<file path="src/rtl/voice_allocator_pkg.sv">
// Shared types for the voice allocator: widths, note/velocity types,
// per-voice and controller state encodings, and the note event record.
package voice_allocator_pkg;

    localparam int PIPELINE_COUNT    = 4;
    localparam int NOTE_WIDTH        = 7;
    localparam int VELOCITY_WIDTH    = 7;
    localparam int VOICE_INDEX_WIDTH = $clog2(PIPELINE_COUNT);

    typedef logic [NOTE_WIDTH-1:0]     note_t;
    typedef logic [VELOCITY_WIDTH-1:0] percent_t;

    typedef enum logic [1:0] {FREE, HELD, RELEASING} voice_state_t;
    typedef enum logic [1:0] {IDLE, SCAN, COMMIT}    alloc_state_t;

    typedef struct packed {
        logic     note_on;
        note_t    note;
        percent_t velocity;
    } note_event_t;

endpackage

</file>
<file path="src/rtl/voice_allocator_age.sv">
// Age ranking of voices: a permutation where 0 is newest. A promote strobe
// moves one voice to rank 0 and ages every voice that was newer than it.
module voice_age_tracker #(
    parameter int PIPELINE_COUNT = 4,
    parameter int INDEX_WIDTH    = $clog2(PIPELINE_COUNT)
) (
    input  logic                                      clock,
    input  logic                                      reset,
    input  logic                                      promote,
    input  logic [INDEX_WIDTH-1:0]                    promote_idx,
    output logic [PIPELINE_COUNT-1:0][INDEX_WIDTH-1:0] rank
);

    logic [INDEX_WIDTH-1:0] old_rank;
    assign old_rank = rank[promote_idx];

    always_ff @(posedge clock or posedge reset) begin
        if (reset) begin
            for (int i = 0; i < PIPELINE_COUNT; i++)
                rank[i] <= INDEX_WIDTH'(i);
        end else if (promote) begin
            for (int i = 0; i < PIPELINE_COUNT; i++) begin
                if (promote_idx == INDEX_WIDTH'(i))
                    rank[i] <= '0;
                else if (rank[i] < old_rank)
                    rank[i] <= rank[i] + 1'b1;
            end
        end
    end

endmodule

</file>
<file path="src/rtl/voice_allocator.sv">
// Assigns note-on/off events to synthesis voices: serial scan of all voices,
// then a commit choosing retrigger > free > oldest releasing > oldest overall.
module voice_allocator #(
    parameter int PIPELINE_COUNT = voice_allocator_pkg::PIPELINE_COUNT,
    parameter int NOTE_WIDTH     = voice_allocator_pkg::NOTE_WIDTH,
    parameter int VELOCITY_WIDTH = voice_allocator_pkg::VELOCITY_WIDTH,
    parameter int INDEX_WIDTH    = $clog2(PIPELINE_COUNT)
) (
    input  logic                                          clock,
    input  logic                                          reset,
    input  logic                                          event_valid,
    output logic                                          event_ready,
    input  logic                                          event_note_on,
    input  logic [NOTE_WIDTH-1:0]                         event_note,
    input  logic [VELOCITY_WIDTH-1:0]                     event_velocity,
    input  logic [PIPELINE_COUNT-1:0]                     voice_done,
    output logic [PIPELINE_COUNT-1:0]                     voice_active,
    output logic [PIPELINE_COUNT-1:0][NOTE_WIDTH-1:0]     voice_note,
    output logic [PIPELINE_COUNT-1:0][VELOCITY_WIDTH-1:0] voice_velocity,
    output logic [PIPELINE_COUNT-1:0]                     voice_start,
    output logic [PIPELINE_COUNT-1:0]                     voice_release
);
    import voice_allocator_pkg::*;

    localparam logic [INDEX_WIDTH-1:0] LAST_IDX = INDEX_WIDTH'(PIPELINE_COUNT - 1);

    alloc_state_t                             state, state_next;
    voice_state_t [PIPELINE_COUNT-1:0]        vstate;
    logic [PIPELINE_COUNT-1:0][INDEX_WIDTH-1:0] rank;

    logic [INDEX_WIDTH-1:0]    scan_idx;
    logic                      ev_on;
    logic [NOTE_WIDTH-1:0]     ev_note;
    logic [VELOCITY_WIDTH-1:0] ev_vel;

    logic                   match_found, free_found, rel_found;
    logic [INDEX_WIDTH-1:0] match_idx, free_idx, rel_idx, oldest_idx;

    logic                   commit_on, commit_off;
    logic [INDEX_WIDTH-1:0] target_idx;

    always_ff @(posedge clock or posedge reset) begin
        if (reset) state <= IDLE;
        else       state <= state_next;
    end

    always_comb begin
        state_next = state;
        case (state)
            IDLE:    if (event_valid) state_next = SCAN;
            SCAN:    if (scan_idx == LAST_IDX) state_next = COMMIT;
            COMMIT:  state_next = IDLE;
            default: state_next = IDLE;
        endcase
    end

    assign event_ready = (state == IDLE);

    always_comb begin
        commit_on  = (state == COMMIT) && ev_on;
        commit_off = (state == COMMIT) && !ev_on && match_found;
        if (match_found)     target_idx = match_idx;
        else if (free_found) target_idx = free_idx;
        else if (rel_found)  target_idx = rel_idx;
        else                 target_idx = oldest_idx;
    end

    // One voice examined per scan cycle; state seen is whatever it is that cycle.
    always_ff @(posedge clock or posedge reset) begin
        if (reset) begin
            scan_idx    <= '0;
            ev_on       <= 1'b0;
            ev_note     <= '0;
            ev_vel      <= '0;
            match_found <= 1'b0;
            free_found  <= 1'b0;
            rel_found   <= 1'b0;
            match_idx   <= '0;
            free_idx    <= '0;
            rel_idx     <= '0;
            oldest_idx  <= '0;
        end else begin
            case (state)
                IDLE: if (event_valid) begin
                    ev_on       <= event_note_on && (event_velocity != '0);
                    ev_note     <= event_note;
                    ev_vel      <= event_velocity;
                    scan_idx    <= '0;
                    match_found <= 1'b0;
                    free_found  <= 1'b0;
                    rel_found   <= 1'b0;
                    oldest_idx  <= '0;
                end
                SCAN: begin
                    scan_idx <= scan_idx + 1'b1;
                    if (!match_found && vstate[scan_idx] != FREE &&
                        voice_note[scan_idx] == ev_note &&
                        (ev_on || vstate[scan_idx] == HELD)) begin
                        match_found <= 1'b1;
                        match_idx   <= scan_idx;
                    end
                    if (!free_found && vstate[scan_idx] == FREE) begin
                        free_found <= 1'b1;
                        free_idx   <= scan_idx;
                    end
                    if (vstate[scan_idx] == RELEASING &&
                        (!rel_found || rank[scan_idx] > rank[rel_idx])) begin
                        rel_found <= 1'b1;
                        rel_idx   <= scan_idx;
                    end
                    if (rank[scan_idx] > rank[oldest_idx])
                        oldest_idx <= scan_idx;
                end
                default: ;
            endcase
        end
    end

    // Commit assignments come last so they override a same-cycle voice_done.
    always_ff @(posedge clock or posedge reset) begin
        if (reset) begin
            vstate         <= {PIPELINE_COUNT{FREE}};
            voice_note     <= '0;
            voice_velocity <= '0;
            voice_start    <= '0;
            voice_release  <= '0;
        end else begin
            voice_start   <= '0;
            voice_release <= '0;
            for (int i = 0; i < PIPELINE_COUNT; i++)
                if (vstate[i] == RELEASING && voice_done[i]) vstate[i] <= FREE;
            if (commit_on) begin
                vstate[target_idx]         <= HELD;
                voice_note[target_idx]     <= ev_note;
                voice_velocity[target_idx] <= ev_vel;
                voice_start[target_idx]    <= 1'b1;
            end
            if (commit_off) begin
                vstate[match_idx]        <= RELEASING;
                voice_release[match_idx] <= 1'b1;
            end
        end
    end

    always_comb begin
        voice_active = '0;
        for (int i = 0; i < PIPELINE_COUNT; i++)
            voice_active[i] = (vstate[i] != FREE);
    end

    voice_age_tracker #(
        .PIPELINE_COUNT(PIPELINE_COUNT),
        .INDEX_WIDTH   (INDEX_WIDTH)
    ) u_age (
        .clock      (clock),
        .reset      (reset),
        .promote    (commit_on),
        .promote_idx(target_idx),
        .rank       (rank)
    );

endmodule

</file>
<file path="config.mk">
export PLATFORM = sky130hd
export DESIGN_NAME = voice_allocator
export DESIGN_NICKNAME = d
export VERILOG_FILES = /design/src/rtl/voice_allocator_pkg.sv /design/src/rtl/voice_allocator_age.sv /design/src/rtl/voice_allocator.sv
export SDC_FILE = /design/constraint.sdc
export NUM_CORES = 1
export LEC_CHECK = 0
export CAP_MARGIN = 0
export CORE_ASPECT_RATIO = 0.5
export CORE_MARGIN = 3
export CORE_UTILIZATION = 50
export DETAILED_ROUTE_END_ITERATION = 8
export GPL_ROUTABILITY_DRIVEN = 0
export GPL_TIMING_DRIVEN = 1
export MAX_ROUTING_LAYER = met4
export PLACE_DENSITY = 0.76
export SYNTH_ARGS = -nofsm -noshare
export SYNTH_HDL_FRONTEND = slang
export SYNTH_HIERARCHICAL = 1
export SYNTH_SLANG_ARGS = --single-unit
</file>
<file path="constraint.sdc">
create_clock -name clock -period 7.1 [get_ports clock]
set_clock_uncertainty 0.15 [all_clocks]
set_input_delay 1.42 -clock clock [delete_from_list [all_inputs] [get_ports clock]]
set_output_delay 1.42 -clock clock [all_outputs]
set_load 0.005 [all_outputs]
</file>
After elaboration in Yosys (flattened, before gate mapping)
Cells that the tools add are included.
{"block": "classes", "n_addsub": 5, "n_lt_le_gt_ge": 13, "n_eq_ne": 19, "muxes": 57, "n_bitwise": 6, "n_reduce_logical": 49}
{"cell": "$bwmux W28", "n": 2}
{"cell": "$mux W2", "n": 26}
{"cell": "$bmux W2 S2", "n": 5}
{"cell": "$reduce_and A2 Y1", "n": 10}
{"cell": "$reduce_bool A2 Y1", "n": 10}
{"cell": "$eq A2 B2 Y1 const B", "n": 9}
{"cell": "$mux W8", "n": 2}
{"cell": "$logic_and A1 B1 Y1", "n": 15}
{"cell": "$lt A2 B3 Y1 const B", "n": 5}
{"cell": "$bmux W7 S2", "n": 1}
{"cell": "$demux W7 S2", "n": 1}
{"cell": "$mux W7", "n": 2}
{"cell": "$ne A2 B2 Y1 const B", "n": 6}
{"cell": "$pmux W2 S2", "n": 3}
{"cell": "$reduce_and A3 Y1", "n": 4}
{"cell": "$add A2 B1 Y2 const B", "n": 5}
{"cell": "$and A4 B4 Y4", "n": 2}
{"cell": "$demux W2 S2", "n": 2}
{"cell": "$lt A2 B2 Y1", "n": 4}
{"cell": "$mux W4", "n": 2}
{"cell": "$not A4 Y4", "n": 2}
{"cell": "$or A4 B4 Y4", "n": 2}
{"cell": "$eq A7 B7 Y1", "n": 1}
{"cell": "$reduce_bool A7 Y1", "n": 1}
{"cell": "other kinds (9)", "n": 27}
{"block": "word_totals", "ff_bits": 110, "in_bits": 22, "output_inout_bits": 69, "wordCells": 179}

Longest topological paths before layout
{"block": "depth", "ltp_word": 12, "ltp_mapped": 11, "ltp_nobuf": 10}

Modules after synthesis
The synthesis kept the hierarchy.
{"module": "voice_allocator", "n_inst": 1, "cells_each": 329, "area_per_inst_um2": 4603.2, "seq_area_each_um2": 2552.4}
{"module": "voice_age_tracker", "n_inst": 1, "cells_each": 66, "area_per_inst_um2": 644.4, "seq_area_each_um2": 205.2}

Worst setup path after synthesis
Ideal clock, no wire load.
{"block": "synth_timing", "path_type": "register -> register", "from": "register scan_idx[0]", "to": "register rel_idx[0]", "setup_time_ns": 0.125, "arrival_time_ns": 2.614, "required_time_ns": 6.825, "path_slack_ns": 4.211, "stages_incl_launch_ff": 9, "path_buffers": 2, "synth_period_minus_slack_ns": 2.889, "path_cell_list": "dfrtp_1 > buf_6 > buf_2 > mux4_2 > ha_1 > nor2b_1 > o21ai_0 > a2111oi_2 > mux2_2"}
{"block": "synth_between", "elab_chain_cells": 6, "word_cells_on_any_way": 9, "cone_classes": "order compare (1); eq/ne (1); mux (4); reduce/logical (3)"}
{"item": "start, declared", "line": "voice_allocator.sv:31", "text": "logic [INDEX_WIDTH-1:0] scan_idx;"}
{"item": "start signal, assigned", "line": "voice_allocator.sv:95", "text": "scan_idx <= scan_idx + 1'b1;"}
{"item": "$bmux W2 S2", "line": "voice_allocator.sv:107", "text": "(!rel_found || rank[scan_idx] > rank[rel_idx])) begin"}
{"item": "$mux W2 (implied by the code)", "line": "voice_allocator.sv:107"}
{"item": "$gt A2 B2 Y1", "line": "voice_allocator.sv:107"}
{"item": "$logic_or A1 B1 Y1", "line": "voice_allocator.sv:107"}
{"item": "$logic_and A1 B1 Y1", "line": "voice_allocator.sv:106", "text": "if (vstate[scan_idx] == RELEASING &&"}
{"item": "$reduce_and A2 Y1 (no source line)"}
{"item": "end signal, assigned", "line": "voice_allocator.sv:109", "text": "rel_idx <= scan_idx;"}
{"item": "end, declared", "line": "voice_allocator.sv:37", "text": "logic [INDEX_WIDTH-1:0] match_idx, free_idx, rel_idx, oldest_idx;"}
Parallel ways exist; a longest one is shown, timed or not. The select of a mux whose other input is x is not followed.
A chain may end at the register's enable or synchronous reset.

Worst setup path after layout
{"block": "layout_timing", "from": "register rel_found", "to": "register u_age/rank[1] (netlist bit)"}
{"block": "layout_between", "elab_chain_cells": 8, "word_cells_on_any_way": 10, "cone_classes": "order compare (1); mux (6); reduce/logical (3)"}
{"item": "start, declared", "line": "voice_allocator.sv:36", "text": "logic match_found, free_found, rel_found;"}
{"item": "start signal, assigned", "line": "voice_allocator.sv:77", "text": "rel_found <= 1'b0;"}
{"item": "start signal, assigned", "line": "voice_allocator.sv:91", "text": "rel_found <= 1'b0;"}
{"item": "start signal, assigned", "line": "voice_allocator.sv:108", "text": "rel_found <= 1'b1;"}
{"item": "$mux W2 (*)", "line": "voice_allocator.sv:64", "text": "else if (rel_found) target_idx = rel_idx;"}
{"item": "$mux W2 (*)", "line": "voice_allocator.sv:63", "text": "else if (free_found) target_idx = free_idx;"}
{"item": "$mux W2 (*)", "line": "voice_allocator.sv:62", "text": "if (match_found) target_idx = match_idx;"}
{"item": "via target_idx[0]", "line": "voice_allocator.sv:40", "text": "logic [INDEX_WIDTH-1:0] target_idx;"}
{"item": "$bmux W2 S2", "line": "voice_allocator_age.sv:15", "text": "assign old_rank = rank[promote_idx];"}
{"item": "$mux W2 (implied by the code)", "line": "voice_allocator_age.sv:15"}
{"item": "$lt A2 B2 Y1", "line": "voice_allocator_age.sv:25", "text": "else if (rank[i] < old_rank)"}
{"item": "$reduce_bool A2 Y1 (no source line)"}
{"item": "$reduce_and A2 Y1 (no source line)"}
{"item": "end signal, assigned by index", "line": "voice_allocator_age.sv:20", "text": "rank[i] <= INDEX_WIDTH'(i);"}
{"item": "end signal, assigned by index", "line": "voice_allocator_age.sv:26", "text": "rank[i] <= rank[i] + 1'b1;"}
{"item": "end, declared", "line": "voice_allocator_age.sv:11", "text": "output logic [PIPELINE_COUNT-1:0][INDEX_WIDTH-1:0] rank"}
Mark *: on every way through the listed nets, which the timed path passes. The rest lies on a longest branch. The select of a mux whose other input is x is not followed.

==> summary.txt <==
Finish
  • Seq. cell area: 2760 µm²
  • Most common cell after layout, fill and taps aside: dfrtp_1
  • Utilization after layout: 66.5%
  • Most frequent cells in the layout: dfrtp_1 (106), clkdlybuf4s50_1 (90), mux2_2 (70)
  • Final net count: 509
  • # diodes: 0
  • Area Growth Syn to Fin: 24.4%
  • Fillers: 751
  • Layout cells sized above 1: 26.7%
  • Multi-input logic area: approximately 2200 µm²

STA
  • FMAX: 0.309 GHz
  • Max-slew headroom: between 20 and 30%
  • # setup viols final: 0
  • Final Cycle Share: between 40% and 50%
  • Crit path time final: roughly 3.2 ns
  • Final Max Tran Viols: 0
  • Unrepaired setup endpoints after global routing: false
  • Least-Margin Pin Slew: around 1.1 ns
  • Final hold violation count: 0
  • Worst hold margin: about 0.36 ns
  • Setup TNS: 0 ns

Power
  • Leak: 2.94 nW
  • Worst VDD drop: 0.194 mV
  • Power share of the combinational group: 34.3%
  • Net Switching: 0.752 mW
  • Sequential Power Share: 43.5%
  • Power Internal: 1.54 mW
  • Clock power frac: 22.3%
  • Pwr dens: 351 nW/µm²
  • Switching share of power: 32.8%

Worst setup path
  • Critical path's top delay family: multiplexers
  • Worst EP arrival: 3.30 ns
  • Crit Path Max Fanout: 11
  • WP data required: 7.16 ns
  • WP buf/inv: 2
  • Kind of critical path: register to register
  • Cell mode on critical path: inv_1
  • Crit path capture type: register
  • CP Cell Sequence: mux2i_1 > a211oi_1 > nor2_2 > inv_1 > mux4_1 > inv_1 > ha_1 > nor3b_1 > o21a_1 > o21ai_0
  • Slowest CP cell: mux4_1
  • Setup crit start kind: register
  • CP peak stage delay: 0.59 ns

Synthesis
  • Synth Area in Simple Gates: 7.18%
  • Yosys synthesis warning count: 6
  • Netlist cell types: 53
  • Main synth FF type: dfrtp_1
  • Mapped Nets: 426
  • Yosys top cell area share: roughly 51%
  • Synth Register Bits: 110
  • Area contributors post-synth: dfrtp_1 (51%), mux2_2 (15%), mux4_2 (4.7%)
  • Syn_area_per_cell: ~13 µm²
  • Post-synthesis cell count: 395
  • Sequential share of the synthesized area: 52.6%
  • Async SR Flop Fraction: 100%
  • Synth area leader: dfrtp_1
  • Mux contribution to synthesized area: between 20% and 30%
  • Number of flops mapped to enable cells by yosys: 0
  • Syn Std Cell Area: 5250 µm²
  • Main combinational cell family by area after synthesis: multiplexers
  • XOR/XNOR share of the synthesized area: 1.17%
  • Post-synthesis compound-gate area fraction: ~7%
  • Post-synthesis adder-cell area fraction: roughly 2.1%

Clocking
  • CTS H-Tree Depth: 3
  • Total CTS buffers: 9
  • Clock Path Buffers: 2
  • Reg clk slew, reported paths: around 0.080 ns
  • Post-CTS Resized: 0
  • CTS tree: yes
  • CTS Hold Buffers Added: 0
  • Clock root buffer: clkbuf_16
  • Worst-skew pair later-pin latency: 0.34 ns
  • Clock tree sinks: 110
  • # Post-CTS Setup Buffers: 0

Route
  • Vias per std cell: 5.42
  • Total Routed Length: between 10 and 15 mm
  • First-pass iteration count of the detailed router: 4
  • Post-DRT Antenna Nets: 0
  • Remaining DRCs: 0
  • DR vias: 3,352
  • Post-DR wirelength/cell: 18.0 µm
  • Number of DRC markers in iteration 0: 241

Floorplanning
  • Die X: 151 µm
  • Core Area: 9820 µm²
  • Initial Utilization: 53.4%
  • I/O pin total: 91
  • Die area: 11,800 µm²
  • Rows: 25
  • Die H: 78.4 µm

Flow run
  • Max-cap violations: 0

Place
  • IO buf count: 90
  • HPWL Detailed: 7.62 mm

Global route
  • Gr usage total: about a fifth
  • GRT overflow: 0
  • Vias in the first global route: 3,632
  • First-pass GRT wire length: between 15 and 20 mm
  • Largest net degree at the start of global routing: 64
  • Initial antenna violation count: 0

Outcome
  • Status: finished clean

Min path
  • Hold crit path type: register to register
[layout make-up]
| type | count | share of cell area (%) |
|---|---|---|
| Sequential cell | 110 | 42.2 |
| Clock inverter | 7 | 1.32 |
| Tap cell | 135 | 2.59 |
| Clock buffer | 9 | 3.45 |
| Multi-Input combinational cell | 232 | 34.5 |
| Inverter | 33 | 1.94 |
| Timing Repair Buffer | 92 | 14.0 |
[power groups by stage]
stage	combinational (mW)	sequential (mW)	clock, mW
after floorplan	0.519	0.941	0
after global placement	0.783	1.01	0
after detailed placement	0.795	1.01	0
after CTS	0.799	0.999	0.521
after global routing	0.860	1.03	0.551
final	0.787	0.998	0.511
[per-stage QoR]
step,cells,power [mW],setup WS (ns),cell area [µm²]
3_5_place_dp,602,1.80,3.66,6220
2_1_floorplan,395,1.46,2.85,5250
3_3_place_gp,602,1.79,3.68,6220
5_1_grt,618,2.44,3.70,6530
6_report,618,2.30,3.87,6530
4_1_cts,618,2.32,3.92,6530
[metal layers]
metal	share of wire, %	routed length, µm	GRT usage, %
met5	0	0	-
met4	0.84	94	4.70
met3	4.6	515	4.33
met2	49	5420	34.0
met1	46	5100	27.5
[final timing paths]
kind	startpoint	end	depth (start not counted)	slack, ns
worst min register to register	voice_velocity[26]	voice_velocity[26]	1	0.36
worst max register to register	rel_found	u_age/rank[1]	10	3.87
worst min-delay path	voice_velocity[26]	voice_velocity[26]	1	0.36
worst max-delay path	rel_found	u_age/rank[1]	10	3.87
min in group asynchronous	reset	u_age/rank[0]	2	1.27
max in group asynchronous	reset	voice_velocity[19]	3	4.33
[flip-flops by register name, summed over array words and instances (netlist names)]
| register | flops |
|---|---|
| vstate | 8 |
| u_age/rank | 8 |
| voice_release | 4 |
| free_found | 1 |
| voice_note | 28 |
| rel_idx | 2 |
| ev_vel | 7 |
| match_idx | 2 |
| ev_on | 1 |
| oldest_idx | 2 |
| voice_start | 4 |
| scan_idx | 2 |
| ev_note | 7 |
| free_idx | 2 |
| state | 2 |
| match_found | 1 |
| rel_found | 1 |
| voice_velocity | 28 |
[cells by family (layout without fill, tap and decap cells)]
family / count (synthesis) / count (layout)
xor gates and xnor gates: 7 / 7
DFF: 110 / 110
adders and majority gates: 9 / 9
AOI/OAI and AO/OA: 47 / 47
and+or+nand+nor: 66 / 66
muxes: 103 / 103
buffers and inverters: 53 / 141
[cell usage after synthesis, types with 2 or more instances]
cell type,n
mux2_2,70
buf_1,3
nand3_1,3
buf_6,4
a21oi_1,5
mux4_1,2
or4_1,2
dfrtp_1,106
mux2_4,8
a211oi_1,4
ha_1,9
or2_2,6
o2111ai_1,2
buf_2,6
nor3b_1,4
inv_1,33
xnor2_1,4
mux4_2,11
xor2_1,3
nor4_1,2
nand2b_1,4
nand2_1,14
dfstp_2,4
a21o_1,2
nor2_1,11
a311oi_2,4
and2_1,4
o21ai_0,12
a2111oi_2,2
mux2i_1,12
o21a_1,6
nor2b_1,7
clkbuf_1,6
[worst register-to-register path, cell delays in order, from the launching register on]
cell      delay, ns
dfrtp_1        0.44
mux2i_1        0.14
a211oi_1       0.35
nor2_2         0.11
inv_1          0.30
mux4_1         0.59
inv_1          0.15
ha_1           0.28
nor3b_1        0.32
o21a_1         0.19
o21ai_0        0.09
Note: power is estimated with default switching activity, not from simulation.
